$ cat src/rtl/bus_host_arbiter_2_if.sv
// Bundle for the two host request ports, the shared bus-hub port, and the grant/timeout status.
// The slave modport is the arbiter. The master modport is the environment that drives the hosts and the hub.
interface bus_host_arbiter_2_if;
    logic [31:0] host0_address;
    logic [31:0] host0_data_write;
    logic [3:0]  host0_write_mask;
    logic        host0_ren;
    logic        host0_wen;
    logic [31:0] host0_data_read;
    logic        host0_ready;

    logic [31:0] host1_address;
    logic [31:0] host1_data_write;
    logic [3:0]  host1_write_mask;
    logic        host1_ren;
    logic        host1_wen;
    logic [31:0] host1_data_read;
    logic        host1_ready;

    logic [31:0] device_address;
    logic [31:0] device_data_write;
    logic [3:0]  device_write_mask;
    logic        device_ren;
    logic        device_wen;
    logic [31:0] device_data_read;
    logic        device_ready;

    logic [1:0]  grant;
    logic        timeout_err;

    modport slave (
        input  host0_address, host0_data_write, host0_write_mask, host0_ren, host0_wen,
        input  host1_address, host1_data_write, host1_write_mask, host1_ren, host1_wen,
        input  device_data_read, device_ready,
        output host0_data_read, host0_ready, host1_data_read, host1_ready,
        output device_address, device_data_write, device_write_mask, device_ren, device_wen,
        output grant, timeout_err
    );

    modport master (
        output host0_address, host0_data_write, host0_write_mask, host0_ren, host0_wen,
        output host1_address, host1_data_write, host1_write_mask, host1_ren, host1_wen,
        output device_data_read, device_ready,
        input  host0_data_read, host0_ready, host1_data_read, host1_ready,
        input  device_address, device_data_write, device_write_mask, device_ren, device_wen,
        input  grant, timeout_err
    );
endinterface

$ cat src/rtl/bus_host_arbiter_2.sv
// Two-host arbiter for a single shared bus hub. It grants the bus with alternating priority and can force-complete a stalled transaction.
// The grant is registered. The granted host's request passes combinationally through to the device.
module bus_host_arbiter_2 #(
    parameter int unsigned TIMEOUT  = 255,
    parameter logic [31:0] ERR_DATA = 32'hDEADBEEF
) (
    input logic                 clk,
    input logic                 rst,
    bus_host_arbiter_2_if.slave bus
);
    typedef enum logic [1:0] {
        IDLE   = 2'd0,
        GRANT0 = 2'd1,
        GRANT1 = 2'd2
    } state_e;

    localparam logic [15:0] TIMEOUT_L  = TIMEOUT[15:0];
    localparam logic        TIMEOUT_EN = (TIMEOUT != 0);

    state_e      state_q, state_d;
    logic        last_grant_q, last_grant_d;  // 1: host1 owned the bus most recently
    logic [15:0] wait_cnt_q, wait_cnt_d;

    logic        req0, req1, granted, owner1;
    logic        own_ren, own_wen, own_req, fwd_ren;
    logic [31:0] own_addr, own_wdata;
    logic [3:0]  own_mask;
    logic        timeout_hit, done;

    assign req0      = bus.host0_ren | bus.host0_wen;
    assign req1      = bus.host1_ren | bus.host1_wen;
    assign granted   = (state_q != IDLE);
    assign owner1    = (state_q == GRANT1);
    assign own_ren   = owner1 ? bus.host1_ren : bus.host0_ren;
    assign own_wen   = owner1 ? bus.host1_wen : bus.host0_wen;
    assign own_addr  = owner1 ? bus.host1_address : bus.host0_address;
    assign own_wdata = owner1 ? bus.host1_data_write : bus.host0_data_write;
    assign own_mask  = owner1 ? bus.host1_write_mask : bus.host0_write_mask;
    assign own_req   = granted & (own_ren | own_wen);
    assign fwd_ren   = own_ren & ~own_wen;

    // A device_ready in the timeout cycle takes precedence and completes the transaction normally.
    assign timeout_hit = TIMEOUT_EN & own_req & ~bus.device_ready & (wait_cnt_q == TIMEOUT_L);
    assign done        = own_req & (bus.device_ready | timeout_hit);

    always_ff @(posedge clk or posedge rst) begin
        if (rst) begin
            state_q      <= IDLE;
            last_grant_q <= 1'b1;
            wait_cnt_q   <= '0;
        end else begin
            state_q      <= state_d;
            last_grant_q <= last_grant_d;
            wait_cnt_q   <= wait_cnt_d;
        end
    end

    always_comb begin
        state_d      = state_q;
        last_grant_d = last_grant_q;
        wait_cnt_d   = wait_cnt_q;
        case (state_q)
            IDLE: begin
                wait_cnt_d = '0;
                if (req0 && req1)
                    state_d = last_grant_q ? GRANT0 : GRANT1;
                else if (req0)
                    state_d = GRANT0;
                else if (req1)
                    state_d = GRANT1;
            end
            GRANT0, GRANT1: begin
                // An abandoned request also counts as a turn for fairness.
                if (!own_req || done) begin
                    state_d      = IDLE;
                    last_grant_d = owner1;
                end else if (wait_cnt_q != 16'hFFFF) begin
                    wait_cnt_d = wait_cnt_q + 16'd1;
                end
            end
            default: state_d = IDLE;
        endcase
    end

    always_comb begin
        bus.device_address    = '0;
        bus.device_data_write = '0;
        bus.device_write_mask = '0;
        bus.device_ren        = 1'b0;
        bus.device_wen        = 1'b0;
        bus.host0_data_read   = '0;
        bus.host0_ready       = 1'b0;
        bus.host1_data_read   = '0;
        bus.host1_ready       = 1'b0;
        bus.grant             = {owner1, state_q == GRANT0};
        bus.timeout_err       = timeout_hit;
        if (granted) begin
            bus.device_address    = own_addr;
            bus.device_data_write = own_wdata;
            bus.device_write_mask = own_mask;
            bus.device_ren        = fwd_ren;
            bus.device_wen        = own_wen;
            if (owner1) begin
                bus.host1_ready     = done;
                bus.host1_data_read = fwd_ren ? (timeout_hit ? ERR_DATA : bus.device_data_read) : '0;
            end else begin
                bus.host0_ready     = done;
                bus.host0_data_read = fwd_ren ? (timeout_hit ? ERR_DATA : bus.device_data_read) : '0;
            end
        end
    end
endmodule

$ cat src/flat_wrapper.sv
// flat-port wrapper written by rule: the top's interface ports become plain ports
module bus_host_arbiter_2_flat 
#(
    parameter int unsigned TIMEOUT  = 255,
    parameter logic [31:0] ERR_DATA = 32'hDEADBEEF
)
  (clk, rst, bus_host0_address, bus_host0_data_write, bus_host0_write_mask, bus_host0_ren, bus_host0_wen, bus_host1_address, bus_host1_data_write, bus_host1_write_mask, bus_host1_ren, bus_host1_wen, bus_device_data_read, bus_device_ready, bus_host0_data_read, bus_host0_ready, bus_host1_data_read, bus_host1_ready, bus_device_address, bus_device_data_write, bus_device_write_mask, bus_device_ren, bus_device_wen, bus_grant, bus_timeout_err);
  bus_host_arbiter_2_if bus_i ();
  input logic clk;
  input logic rst;
  input wire logic [$bits(bus_i.host0_address)-1:0] bus_host0_address;
  input wire logic [$bits(bus_i.host0_data_write)-1:0] bus_host0_data_write;
  input wire logic [$bits(bus_i.host0_write_mask)-1:0] bus_host0_write_mask;
  input wire logic [$bits(bus_i.host0_ren)-1:0] bus_host0_ren;
  input wire logic [$bits(bus_i.host0_wen)-1:0] bus_host0_wen;
  input wire logic [$bits(bus_i.host1_address)-1:0] bus_host1_address;
  input wire logic [$bits(bus_i.host1_data_write)-1:0] bus_host1_data_write;
  input wire logic [$bits(bus_i.host1_write_mask)-1:0] bus_host1_write_mask;
  input wire logic [$bits(bus_i.host1_ren)-1:0] bus_host1_ren;
  input wire logic [$bits(bus_i.host1_wen)-1:0] bus_host1_wen;
  input wire logic [$bits(bus_i.device_data_read)-1:0] bus_device_data_read;
  input wire logic [$bits(bus_i.device_ready)-1:0] bus_device_ready;
  output wire logic [$bits(bus_i.host0_data_read)-1:0] bus_host0_data_read;
  output wire logic [$bits(bus_i.host0_ready)-1:0] bus_host0_ready;
  output wire logic [$bits(bus_i.host1_data_read)-1:0] bus_host1_data_read;
  output wire logic [$bits(bus_i.host1_ready)-1:0] bus_host1_ready;
  output wire logic [$bits(bus_i.device_address)-1:0] bus_device_address;
  output wire logic [$bits(bus_i.device_data_write)-1:0] bus_device_data_write;
  output wire logic [$bits(bus_i.device_write_mask)-1:0] bus_device_write_mask;
  output wire logic [$bits(bus_i.device_ren)-1:0] bus_device_ren;
  output wire logic [$bits(bus_i.device_wen)-1:0] bus_device_wen;
  output wire logic [$bits(bus_i.grant)-1:0] bus_grant;
  output wire logic [$bits(bus_i.timeout_err)-1:0] bus_timeout_err;
  assign bus_i.host0_address = bus_host0_address;
  assign bus_i.host0_data_write = bus_host0_data_write;
  assign bus_i.host0_write_mask = bus_host0_write_mask;
  assign bus_i.host0_ren = bus_host0_ren;
  assign bus_i.host0_wen = bus_host0_wen;
  assign bus_i.host1_address = bus_host1_address;
  assign bus_i.host1_data_write = bus_host1_data_write;
  assign bus_i.host1_write_mask = bus_host1_write_mask;
  assign bus_i.host1_ren = bus_host1_ren;
  assign bus_i.host1_wen = bus_host1_wen;
  assign bus_i.device_data_read = bus_device_data_read;
  assign bus_i.device_ready = bus_device_ready;
  assign bus_host0_data_read = bus_i.host0_data_read;
  assign bus_host0_ready = bus_i.host0_ready;
  assign bus_host1_data_read = bus_i.host1_data_read;
  assign bus_host1_ready = bus_i.host1_ready;
  assign bus_device_address = bus_i.device_address;
  assign bus_device_data_write = bus_i.device_data_write;
  assign bus_device_write_mask = bus_i.device_write_mask;
  assign bus_device_ren = bus_i.device_ren;
  assign bus_device_wen = bus_i.device_wen;
  assign bus_grant = bus_i.grant;
  assign bus_timeout_err = bus_i.timeout_err;
  bus_host_arbiter_2 #(.TIMEOUT(TIMEOUT), .ERR_DATA(ERR_DATA)) u_core (.clk(clk), .rst(rst), .bus(bus_i));
endmodule
$ cat config.mk
export PLATFORM = sky130hd
export DESIGN_NAME = bus_host_arbiter_2_flat
export DESIGN_NICKNAME = d
export VERILOG_FILES = /design/src/rtl/bus_host_arbiter_2_if.sv /design/src/rtl/bus_host_arbiter_2.sv /design/src/flat_wrapper.sv
export SDC_FILE = /design/constraint.sdc
export NUM_CORES = 1
export LEC_CHECK = 0
export CORE_AREA = 4 4 120 122
export CTS_BUF_LIST = sky130_fd_sc_hd__clkbuf_4 sky130_fd_sc_hd__clkbuf_8 sky130_fd_sc_hd__clkbuf_16
export DETAILED_ROUTE_END_ITERATION = 10
export DIE_AREA = 0 0 124 126
export DONT_BUFFER_PORTS = 1
export PLACE_DENSITY_LB_ADDON = 0.15
export SETUP_SLACK_MARGIN = 0.3
export SLEW_MARGIN = 20
export SYNTH_ARGS = -nofsm -noshare
export SYNTH_HDL_FRONTEND = slang
export SYNTH_SLANG_ARGS = --single-unit
$ cat constraint.sdc
create_clock -name clk -period 3.37 [get_ports clk]
set_input_delay 0.674 -clock clk [delete_from_list [all_inputs] [get_ports clk]]
set_output_delay 0.674 -clock clk [all_outputs]
set_load 0.01 [all_outputs]
* Word level (Yosys, flattened, before mapping)
Cells that the tools add are included.
** Storage, ports and cells
- Output and inout port bits :: 139
- Word-level logic and storage cells :: 62
- Bits in registers :: 19
** Cells by class
- Bitwise logic cells :: 11
- Equality and inequality tests :: 8
- Mux-type cells :: 29
- Reduce and logical (&&, ||, !) cells :: 10
- Add/sub/neg operators :: 1
** Operator list (count)
- 32-bit 2-to-1 mux :: 10
- 16-bit 2-to-1 mux :: 2
- 16-bit case mux with 2 select lines :: 1
- 16-bit by 1-bit adder with 16-bit output, second input constant :: 1
- 16-bit by 8-bit == test with 1-bit output, second input constant :: 1
- 16-bit != test, second input constant :: 1
- 2-bit 2-to-1 mux :: 5
- 1-bit 2-to-1 mux :: 8
- 4-bit 2-to-1 mux :: 2
- 1-bit AND :: 5
- 2-bit by 1-bit != test with 1-bit output, second input constant :: 2
- 4-bit by 1-bit != test with 1-bit output, second input constant :: 1
- 1-bit OR :: 4
- 2-bit case mux with 2 select lines :: 1
- 2-bit AND reduction :: 2
- 2-bit nonzero test :: 2
- 3-bit AND reduction :: 1
- 2-bit by 1-bit == test with 1-bit output, second input constant :: 1
- 2-bit == test, second input constant :: 1
- 2-bit zero test :: 1
- 2-bit != test, second input constant :: 1
- 1-bit inverter :: 2
- 2-bit OR reduction :: 1
- 1-bit logical AND :: 1
- other kinds (2) :: 2

* Depth between registers and ports, before layout
Gate-level depths: netlist (run 1).
- Depth in word-level cells :: 11
- Mapped depth :: 10
- Depth with buffers taken out :: 7

* Worst setup path before layout (run 1)
No wires, ideal clock.
- Path type :: reg2out
- Start :: register u_core.state_q[0]
- End :: output port bus_host0_data_read[10]
- Data arrival time :: 1892 ps
- Cell stages (with the launch flop) :: 11
- Required time :: 2696 ps
- Slack :: 804 ps
- Cell sequence :: dfrtp_1 > inv_1 > ha_1 > buf_4 > nor3_2 > a2111oi_4 > nand2_2 > inv_2 > buf_6 > buf_6 > o21a_1
** Between the ends
- Word-level cells in the longest chain between the ends :: 10
- Elaborated cells on any way between the ends :: 14
- Those cells by class :: 1 x eq/ne; 6 x mux; 6 x bitwise; 1 x reduce/logical
** Ends and longest elaborated chain
- start, declared :: line bus_host_arbiter_2.sv:20 : state_e state_q, state_d;
- start signal, assigned :: line bus_host_arbiter_2.sv:52 : state_q <= state_d;
- 2-bit == test (*) :: line bus_host_arbiter_2.sv:33 : assign owner1 = (state_q == GRANT1);
- via u_core.owner1 :: line bus_host_arbiter_2.sv:24 : logic req0, req1, granted, owner1;
- 1-bit 2-to-1 mux, on equally long branches :: line bus_host_arbiter_2.sv:34, bus_host_arbiter_2.sv:35
- 1-bit OR :: line bus_host_arbiter_2.sv:39 : assign own_req = granted & (own_ren | own_wen);
- 1-bit AND :: line bus_host_arbiter_2.sv:39
- 1-bit AND (2 in a row) :: line bus_host_arbiter_2.sv:43 : assign timeout_hit = TIMEOUT_EN & own_req & ~bus.device_ready & (wait_cnt_q == TIMEOUT_L);
- 32-bit 2-to-1 mux (2 in a row) :: line bus_host_arbiter_2.sv:108 : bus.host0_data_read = fwd_ren ? (timeout_hit ? ERR_DATA : bus.device_data_read) : '0;
- 32-bit 2-to-1 mux (*) :: line bus_host_arbiter_2.sv:103 : if (owner1) begin
- 32-bit 2-to-1 mux (*) :: line bus_host_arbiter_2.sv:97 : if (granted) begin
- end, declared :: line flat_wrapper.sv:23 : output wire logic [$bits(bus_i.host0_data_read)-1:0] bus_host0_data_read;
Mark *: on every way through the listed nets, which the timed path passes. The rest lies on a longest branch.

* Worst setup path after layout (run 1)
- Start :: register u_core.wait_cnt_q[0]
- End :: output port bus_host1_data_read[19]
** Between the ends
- Word-level cells in the longest chain between the ends :: 6
** Ends and longest elaborated chain
- start, declared :: line bus_host_arbiter_2.sv:22 : logic [15:0] wait_cnt_q, wait_cnt_d;
- start signal, assigned :: line bus_host_arbiter_2.sv:54 : wait_cnt_q <= wait_cnt_d;
- 16-bit by 8-bit == test with 1-bit output :: line bus_host_arbiter_2.sv:43
- 1-bit AND :: line bus_host_arbiter_2.sv:43
- 32-bit 2-to-1 mux (2 in a row) :: line bus_host_arbiter_2.sv:105 : bus.host1_data_read = fwd_ren ? (timeout_hit ? ERR_DATA : bus.device_data_read) : '0;
- 32-bit 2-to-1 mux :: line bus_host_arbiter_2.sv:103
- 32-bit 2-to-1 mux :: line bus_host_arbiter_2.sv:97
- end, declared :: line flat_wrapper.sv:25 : output wire logic [$bits(bus_i.host1_data_read)-1:0] bus_host1_data_read;
Every way passes these cells.

==> results.json, run 1 <==
{
  "outcome": "finished, final reports clean",
  "drcViolationCount": 0,
  "critPathRequiredTime_ps": 2700,
  "tns_ps": 0,
  "finalSetupViolations": 0,
  "clock.fmax_ghz": 0.343,
  "wl_um": 13500,
  "die_area_mm2": 0.0156,
  "muxShareOfSynthArea_pct": 24.6,
  "syn_nets": 561,
  "synthAdderAreaFrac_pct": 2.16,
  "track_usage_pct": 14.9,
  "start_util_pct": 21.9,
  "synthArstFlopShare_pct": 100,
  "synth_edf_count": 0,
  "ios": 314,
  "synth_warnings": 0,
  "wl_met1_um": 5540,
  "drive_above_1_share_pct": 10.3,
  "power_leakage_uw": 0.00132,
  "timing.final.crit_share_pct": 86.5,
  "netlist.area_leader.share_pct": 24.6,
  "synth_top_family_by_area": "compound AO/OA/AOI/OAI gates",
  "switching_share_pct": 58.1,
  "core_area_mm2": 0.0132,
  "layout.filler_cells": 1457,
  "antenna_found_initial": 3,
  "clk_pin_slew_worst_paths_ps": 60,
  "cap_violations": 0,
  "wl_met2_um": 6680,
  "cts_max_level": 1,
  "synth_xor_area_share_pct": 0,
  "postCtsHoldBufs": 0,
  "drtIter0Drc": 173,
  "rsz0062_at_grt": "no",
  "synth_seq_cells": 19,
  "wl_per_cell_um": 25.2,
  "cp-start-kind": "flop",
  "ys_seq_area_share_pct": 16.5,
  "die_x_um": 124,
  "hpwl_um": 11100,
  "cp_max_fo": 26,
  "grt-ovfl-total": 0,
  "cts_tree": "yes",
  "p_comb_share_pct": 79.1,
  "portBuffers": 0,
  "via_per_inst": 5.35,
  "vias": 2877,
  "relSlewSlack_pct": 40.8,
  "p_sw_uw": 1480,
  "syn_to_final_growth_pct": 10.3,
  "avgSynthCellArea_um2": 7.60,
  "ir_drop_uv": 351,
  "nets": 541,
  "cts_root_buf": "clkbuf_16",
  "synth_compound_area_share_pct": 24.9,
  "grt_max_degree": 71,
  "rows": 42,
  "power_frac_clock_pct": 10.1,
  "syn_inst": 381,
  "place_inst": 530,
  "drt_pre_antenna_iters": 4,
  "die_y_um": 126,
  "cts_made_buffers": 3,
  "grt_pass1_wl_um": 17700,
  "tightestPinTransition_ps": 888,
  "ys_top_cells_by_area": "mux2i_1 (25%), dfrtp_1 (16%), o21a_1 (13%), nor2_1 (10%), and3_1 (3.9%)",
  "synthesis.area_mm2": 0.00289,
  "clockBufferDepth": 2,
  "clkLatencyLatePin_ps": 260,
  "p_per_area_mw_per_mm2": 799,
  "synthFlopType": "dfrtp_1",
  "path_class": "reg -> out",
  "seq_power_share_pct": 10.8,
  "wl_met3_um": 1250,
  "fin_crit_ps": 2910,
  "synth_area_leader_cell": "mux2i_1",
  "slew_viol_final": 0,
  "hold_viol": 0,
  "skew_ps": 4.60,
  "grt_pass1_vias": 2660,
  "postRouteAntennaNets": 0,
  "arrival_ps": 2240,
  "cts_sinks": 19,
  "intPower_uw": 1070,
  "ys_types": 50,
  "gp_congestion": 0.842,
  "top_layer": "met5",
  "final_cells": 538,
  "yosys.area_share.simple_pct": 24.3,
  "critPathCaptureType": "output pin",
  "hold_class": "in -> async"
}
## metrics by stage
stage / hold slack, ps / cell area, um^2 / setup slack [ps] / util (%) / total power [uW]
after global placement: 490 / 3050 / 615 / 23.2 / 2320
after global routing: 519 / 3190 / 318 / 24.2 / 2760
after floorplan: 463 / 2890 / 804 / - / 1920
after detailed placement: 496 / 3050 / 574 / 23.2 / 2320
after CTS: 486 / 3140 / 324 / 23.8 / 2580
final: 442 / 3190 / 455 / 24.2 / 2550
## power groups by stage
stage | registers, uW | logic [uW] | clock network, uW
3_3_place_gp | 280 | 2040 | 0
2_1_floorplan | 272 | 1650 | 0
5_1_grt | 280 | 2210 | 274
4_1_cts | 277 | 2040 | 263
3_5_place_dp | 281 | 2030 | 0
6_report | 276 | 2020 | 257
## cell families (layout without fill, tap and decap cells)
kind of cell,Yosys count,count (layout)
multiplexers,71,71
adder cells (fa/ha/maj),5,5
AO/OA/AOI/OAI,97,97
other,0,2
AND/OR/NAND/NOR,142,142
buffers and inverters,47,26
flip-flops,19,19
## critical path, stage by stage (launching register included)
cell and delay (ps):
dfrtp_1 380, ha_2 240, nand3_1 150, or2_1 310, nor2_2 200, nand2_4 140, inv_2 150, buf_12 180
o21a_1 200
## registers in the layout (all words and copies together), names as in the netlist
register	cells
u_core.state_q	2
u_core.last_grant_q	1
u_core.wait_cnt_q	16
## worst paths after layout
check	from	to	slack, ps	cells past startpoint
setup / recovery	u_core.wait_cnt_q[0]$_DFFE_PP0P_	bus_host1_data_read[19]	460	8
hold / removal	rst	u_core.wait_cnt_q[5]$_DFFE_PP0P_	440	1
setup reg to reg	u_core.state_q[0]$_DFFE_PP0P_	u_core.wait_cnt_q[7]$_DFFE_PP0P_	1110	8
hold reg to reg	u_core.last_grant_q$_DFFE_PP1P_	u_core.last_grant_q$_DFFE_PP1P_	500	2
max in group asynchronous	rst	u_core.wait_cnt_q[11]$_DFFE_PP0P_	2450	1
min in group clk	u_core.last_grant_q$_DFFE_PP1P_	u_core.last_grant_q$_DFFE_PP1P_	500	2
## cell type report
cell class | count | area (um^2) | share of cell area, %
clock inverter | 1 | 5.00 | 0.157
sequential | 19 | 477 | 14.9
timing repair buffer | 12 | 128 | 4.00
clock buffer | 3 | 75.1 | 2.35
inverter | 10 | 37.5 | 1.18
tap | 176 | 220 | 6.90
multi-input combinational | 315 | 2250 | 70.3
antenna | 2 | 5.00 | 0.157
## per-layer routing
metal / GRT usage, % / vias to the layer above
met5: 0 / -
met3: 4.66 / 6
li1: - / 1342
met2: 25.3 / 137
met1: 18.7 / 1388
met4: 2.45 / 4
## cell usage after synthesis (5+ instances only)
cell type and instances:
nor3_1 6, nand4_1 6, a21oi_1 5, nor2_1 78
a31oi_1 12, clkbuf_1 18, nand2_1 6, dfrtp_1 18
ha_1 5, and3_1 18, buf_2 11, o21ai_0 9
o21a_1 49, mux2i_1 71, inv_1 9
## layout by cell type, fill, tap and decap left out, types with 4 or more instances in the layout
master | netlist | final
a21oi_1 | 5 | 5
a31o_2 | 4 | 4
a31oi_1 | 12 | 12
a41oi_1 | 4 | 4
and3_1 | 18 | 18
buf_4 | 2 | 8
clkbuf_16 | 0 | 4
dfrtp_1 | 18 | 18
inv_1 | 9 | 9
mux2i_1 | 71 | 71
nand2_1 | 6 | 6
nand2b_1 | 4 | 4
nand3_1 | 4 | 4
nand4_1 | 6 | 6
nor2_1 | 78 | 78
nor3_1 | 6 | 5
o21a_1 | 49 | 49
o21ai_0 | 9 | 9
## repair_timing
action                                  4_1_cts  5_1_grt
setup buffers                                 0        1
gates cloned                                  0        1
pin swaps                                     0        1
gates resized for setup                       1        4
endpoints found under the setup margin        1       69
No activity file was read; power rests on OpenSTA's default activity.
==> inputs of run 2 (changes only) <==
--- a/config.mk
+++ b/config.mk
@@ -5,11 +5,14 @@
 export SDC_FILE = /design/constraint.sdc
 export NUM_CORES = 1
 export LEC_CHECK = 0
+export CELL_PAD_IN_SITES_DETAIL_PLACEMENT = 1
+export CELL_PAD_IN_SITES_GLOBAL_PLACEMENT = 1
 export CORE_AREA = 4 4 120 122
-export CTS_BUF_LIST = sky130_fd_sc_hd__clkbuf_4 sky130_fd_sc_hd__clkbuf_8 sky130_fd_sc_hd__clkbuf_16
+export CTS_BUF_LIST = sky130_fd_sc_hd__clkbuf_8
 export DETAILED_ROUTE_END_ITERATION = 10
 export DIE_AREA = 0 0 124 126
 export DONT_BUFFER_PORTS = 1
+export GPL_TIMING_DRIVEN = 0
 export PLACE_DENSITY_LB_ADDON = 0.15
 export SETUP_SLACK_MARGIN = 0.3
 export SLEW_MARGIN = 20
==> run 2 against run 1 <==
Net effect:
- via count rose by 5.7%
- sequential share of layout area fell by 0.50 points
- die area stayed put
- fmax is 0.57% lower
- count of clock-buffer cells in the layout did not move
- register-to-register slack lost 290 ps
- routed wire length up 6.6%
- utilization rose by 0.83 points
- clock power decreased by 35%
- non-clock buffer count increased by 31
- total power grew 3.3%
- worst setup slack got worse by 17 ps
- largest cell class unchanged
- highest routed layer unchanged
==> results.json, run 2 (synthesis results as in run 1) <==
{
  "grt_pass1_wl_um": 19800,
  "skew_ps": 8.68,
  "cts_made_buffers": 3,
  "syn_to_final_growth_pct": 14.1,
  "tns_ps": 0,
  "relSlewSlack_pct": 40.9,
  "slew_viol_final": 0,
  "rows": 42,
  "tightestPinTransition_ps": 886,
  "start_util_pct": 21.9,
  "top_register": "u_core.wait_cnt_q",
  "fin_crit_ps": 2930,
  "clock.fmax_ghz": 0.341,
  "outcome": "finished, final reports clean",
  "die_x_um": 124,
  "die_area_mm2": 0.0156,
  "largestRegisters": "u_core.wait_cnt_q: 16 flops, u_core.state_q: 2 flops, u_core.last_grant_q: 1 flops",
  "drtIter0Drc": 127,
  "arrival_ps": 2260,
  "p_per_area_mw_per_mm2": 798,
  "finalSetupViolations": 0,
  "final-seq-area_um2": 477,
  "postRouteAntennaNets": 0,
  "cap_violations": 0,
  "via_per_inst": 5.37,
  "rsz0062_at_grt": "yes",
  "rrSetupSlack_ps": 820,
  "cts_sinks": 19,
  "hold_class": "in -> async",
  "r2r-start": "u_core.state_q[1]$_DFFE_PP0P_",
  "critPathLaunch": "u_core.state_q[0]$_DFFE_PP0P_",
  "largest_reg_flops": 16,
  "ios": 314,
  "track_usage_pct": 16.3,
  "drt_pre_antenna_iters": 4,
  "vias": 3042,
  "cp_max_fo": 10,
  "finalPower_uw": 2640,
  "grt_max_degree": 20,
  "final_common_cell": "nor2_1",
  "grt-ovfl-total": 0,
  "drive_above_1_share_pct": 15.3,
  "r2r-end": "u_core.wait_cnt_q[7]$_DFFE_PP0P_",
  "path_class": "reg -> out",
  "cts_tree": "yes",
  "cts_root_buf": "clkbuf_8",
  "critPathCaptureType": "output pin",
  "num_antenna_cells": 0,
  "hold_viol": 0,
  "grt_pass1_vias": 3119,
  "endpoint": "bus_host0_data_read[13]",
  "cp-start-kind": "flop",
  "clk_pin_slew_worst_paths_ps": 80,
  "portBuffers": 0,
  "drcViolationCount": 0,
  "dpl-instance-area_mm2": 0.00311,
  "wl_um": 14400,
  "gp_congestion": 0.810,
  "postCtsHoldBufs": 0,
  "finalCoreUtilization_pct": 25.0,
  "critPathRequiredTime_ps": 2700,
  "wl_per_cell_um": 25.4,
  "final_cell_mix": "nor2_1 (78), mux2i_1 (71), o21a_1 (44), and3_1 (18), dfrtp_1 (18)",
  "die_y_um": 126,
  "clockBufferDepth": 2,
  "nets": 572,
  "power_leakage_uw": 0.00140,
  "layout.filler_cells": 1629,
  "timing.final.crit_share_pct": 87.0,
  "clkLatencyLatePin_ps": 260,
  "rr_worst_depth": 8,
  "ir_drop_uv": 290,
  "multiInputGateArea_mm2": 0.00227,
  "antenna_found_initial": 4,
  "hpwl_um": 12200,
  "cts_max_level": 1,
  "postLayoutCellArea_mm2": 0.00330,
  "core_area_mm2": 0.0132
}
-- run 2: changes by cell type in the layout (fill, tap and decap cells not counted), moves of 3 or more --
cell	change
buf_1	+3
buf_2	+6
clkbuf_1	+9
clkbuf_16	-4
clkbuf_2	+9
clkbuf_4	+3
clkbuf_8	+3
o21a_1	-5
o21a_4	+5
-- run 2: power breakdown --
group / internal (uW) / switching, uW
Clock: 81.2 / 84.5
Sequential: 254 / 20.5
Combinational: 703 / 1490
-- run 2: how the worst min path moves through the flow --
stage / start / to / slack, ps / cells after the start
final: rst / u_core.wait_cnt_q[13]$_DFFE_PP0P_ / 450 / 1
after global routing: rst / u_core.wait_cnt_q[13]$_DFFE_PP0P_ / 500 / 1
after CTS: rst / u_core.wait_cnt_q[13]$_DFFE_PP0P_ / 470 / 1
after detailed placement: u_core.last_grant_q$_DFFE_PP1P_ / u_core.last_grant_q$_DFFE_PP1P_ / 490 / 2
after global placement: u_core.last_grant_q$_DFFE_PP1P_ / u_core.last_grant_q$_DFFE_PP1P_ / 480 / 2
after floorplan: u_core.last_grant_q$_DFFE_PP1P_ / u_core.last_grant_q$_DFFE_PP1P_ / 460 / 2
-- run 2: repair_timing --
item	CTS	global route
endpoints found under the setup margin	131	122
pin swaps	1	1
buffers inserted	1	5
resized for setup	3	35
-- run 2: critical path: stages, from the launching register on --
cell       delay, ps
dfrtp_1          410
inv_2             80
ha_2             190
buf_6            130
nor3_2            70
a2111oi_4        360
nand2_2          160
inv_4            100
buf_6            140
buf_6            150
o21a_1           180
-- run 2: layout make-up --
cell class / instances / area share (%)
timing repair buffer: 6 / 1.36
inverter: 10 / 1.21
clock inverter: 1 / 0.114
clock buffer: 3 / 1.25
multi-input combinational: 315 / 68.6
sequential: 19 / 14.4
buffer: 37 / 6.36
tap: 176 / 6.67
-- run 2: per-stage QoR --
step | instances | setup slack (ps) | hold WS, ps
after global placement | 557 | 322 | 480
after floorplan | 381 | 804 | 463
after global routing | 567 | 260 | 500
final | 567 | 438 | 447
after CTS | 562 | 173 | 472
after detailed placement | 557 | 238 | 494
-- run 2: layer usage --
layer / track usage (%) / vias up / part of all wire (%)
met5: 0 / - / 0.35
met4: 1.55 / 8 / 0.67
met3: 5.61 / 16 / 10
met2: 27.3 / 135 / 48
met1: 20.9 / 1472 / 41
li1: - / 1411 / -
==> inputs of run 3 (changes only) <==
--- a/config.mk
+++ b/config.mk
@@ -12,7 +12,6 @@
 export DETAILED_ROUTE_END_ITERATION = 10
 export DIE_AREA = 0 0 124 126
 export DONT_BUFFER_PORTS = 1
-export GPL_TIMING_DRIVEN = 0
 export PLACE_DENSITY_LB_ADDON = 0.15
 export SETUP_SLACK_MARGIN = 0.3
 export SLEW_MARGIN = 20
==> run 3 against run 2 <==
Net effect:
- hold slack improved by 23 ps
- combinational power fell by 6%
- sequential power barely moved
- largest power group unchanged
- critical endpoint is now bus_host1_data_read[22]
- highest routed layer unchanged
- critical path depth fell by 4
==> results.json, run 3 (synthesis results as in run 1) <==
{
  "critPathCaptureType": "output pin",
  "grt_pass1_vias": 2836,
  "power_leakage_uw": 0.00130,
  "drive_above_1_share_pct": 9.72,
  "cts_root_buf": "clkbuf_8",
  "path_class": "reg -> out",
  "ir_drop_uv": 350,
  "portBuffers": 0,
  "slew_viol_final": 0,
  "postCtsHoldBufs": 0,
  "cp_max_fo": 33,
  "finalCoreUtilization_pct": 23.8,
  "start_util_pct": 21.9,
  "largest_reg_flops": 16,
  "postCtsSetupBuffers": 0,
  "wl_met3_um": 1380,
  "largestRegisters": "u_core.wait_cnt_q: 16 flops, u_core.state_q: 2 flops, u_core.last_grant_q: 1 flops",
  "tightestPinTransition_ps": 872,
  "postRouteAntennaNets": 0,
  "via_per_inst": 5.40,
  "cts_max_level": 1,
  "crit_chain": "inv_1 -> ha_4 -> clkbuf_8 -> nor4bb_4 -> buf_6 -> and3_1",
  "fin_crit_ps": 2950,
  "drt_pre_antenna_iters": 4,
  "clk_pin_slew_worst_paths_ps": 80,
  "tns_ps": 0,
  "timing.final.crit_share_pct": 87.6,
  "wl_met1_um": 5680,
  "grt_pass1_wl_um": 18300,
  "hold_class": "in -> async",
  "critPathRequiredTime_ps": 2700,
  "hold_slack_ps": 469,
  "syn_to_final_growth_pct": 8.47,
  "ios": 314,
  "wl_per_cell_um": 25.1,
  "clockBufferDepth": 2,
  "cpMaxStageDelayCell": "dfrtp_1",
  "grt-ovfl-total": 0,
  "track_usage_pct": 15.1,
  "wl_um": 13500,
  "grt_max_degree": 77,
  "p_per_area_mw_per_mm2": 796,
  "die_y_um": 126,
  "clock.fmax_ghz": 0.339,
  "core_area_mm2": 0.0132,
  "gp_congestion": 0.770,
  "hpwl_um": 11100,
  "rsz0062_at_grt": "yes",
  "final_common_cell": "nor2_1",
  "die_x_um": 124,
  "wl_met2_um": 6320,
  "cp-start-kind": "flop",
  "relSlewSlack_pct": 41.8,
  "drtIter0Drc": 199,
  "hold_viol": 0,
  "outcome": "finished, final reports clean",
  "final_cell_mix": "nor2_1 (78), mux2i_1 (71), o21a_1 (49), and3_1 (18), dfrtp_1 (18)",
  "cts_made_buffers": 3,
  "cts_tree": "yes",
  "vias": 2903,
  "max_stage_delay_ps": 400,
  "drcViolationCount": 0,
  "skew_ps": 7.42,
  "finalSetupViolations": 0,
  "clkLatencyLatePin_ps": 270,
  "cts_repair_resize_count": 3,
  "top_register": "u_core.wait_cnt_q",
  "die_area_mm2": 0.0156,
  "top_layer": "met5",
  "layout.filler_cells": 1603,
  "rows": 42,
  "cap_violations": 0,
  "cts_sinks": 19,
  "arrival_ps": 2280,
  "nets": 541,
  "antenna_found_initial": 6
}
[run 3: cell count changes in the layout (fill, tap and decap cells not counted), moves of 2 or more]
cell	change
buf_1	-3
clkbuf_1	-9
o21a_1	+5
buf_6	-3
clkbuf_2	-9
buf_2	-6
clkbuf_4	-3
diode_2	+2
o21a_4	-5
[run 3: cell type report]
class / instances / area, um^2 / share of cell area (%)
flip-flops and latches: 19 / 477 / 15.2
diodes: 2 / 5.00 / 0.159
repair buffers: 12 / 113 / 3.59
multi-input cells: 315 / 2240 / 71.4
clock buffers: 3 / 41.3 / 1.32
clock inverters: 1 / 3.75 / 0.120
well taps: 176 / 220 / 7.01
inverters: 10 / 37.5 / 1.20
[run 3: worst paths after layout]
kind                                            startpoint  cells after the start                               end  slack (ps)
max                          u_core.state_q[0]$_DFFE_PP0P_                      6           bus_host1_data_read[22]         420
min reg2reg                u_core.last_grant_q$_DFFE_PP1P_                      2   u_core.last_grant_q$_DFFE_PP1P_         500
min in group clk           u_core.last_grant_q$_DFFE_PP1P_                      2   u_core.last_grant_q$_DFFE_PP1P_         500
max reg2reg                  u_core.state_q[0]$_DFFE_PP0P_                      8  u_core.wait_cnt_q[3]$_DFFE_PP0P_         990
max in group asynchronous                              rst                      1     u_core.state_q[1]$_DFFE_PP0P_        2360
min                                                    rst                      1  u_core.wait_cnt_q[7]$_DFFE_PP0P_         470
[run 3: critical path: cells and delay by family, from the launching register on]
family / cells / cell delay, ps
DFF: 1 / 400
and+or+nand+nor: 2 / 630
buffers and inverters: 3 / 760
adders and majority gates: 1 / 190
[run 3: metrics by stage]
stage                     cells  area (um^2)  total power [uW]  setup WS [ps]
final                       538         3140              2500            419
after global routing        537         3140              2710            280
after CTS                   536         3120              2540            292
after detailed placement    532         3060              2350            471
after global placement      532         3060              2330            499
after floorplan             381         2890              1920            804
[run 3: layer usage]
layer	track usage, %	vias up
li1	-	1346
met4	2.84	8
met2	24.1	135
met5	0	-
met1	19.4	1401
met3	5.87	13
[run 3: report_power, final]
part	leakage, uW	internal, uW	total, uW	switching [uW]
Sequential	0.000259	254	277	22.6
Combinational	0.00102	660	2050	1390
Clock	0.0000269	81.6	170	88.7
Total	0.00130	996	2500	1500
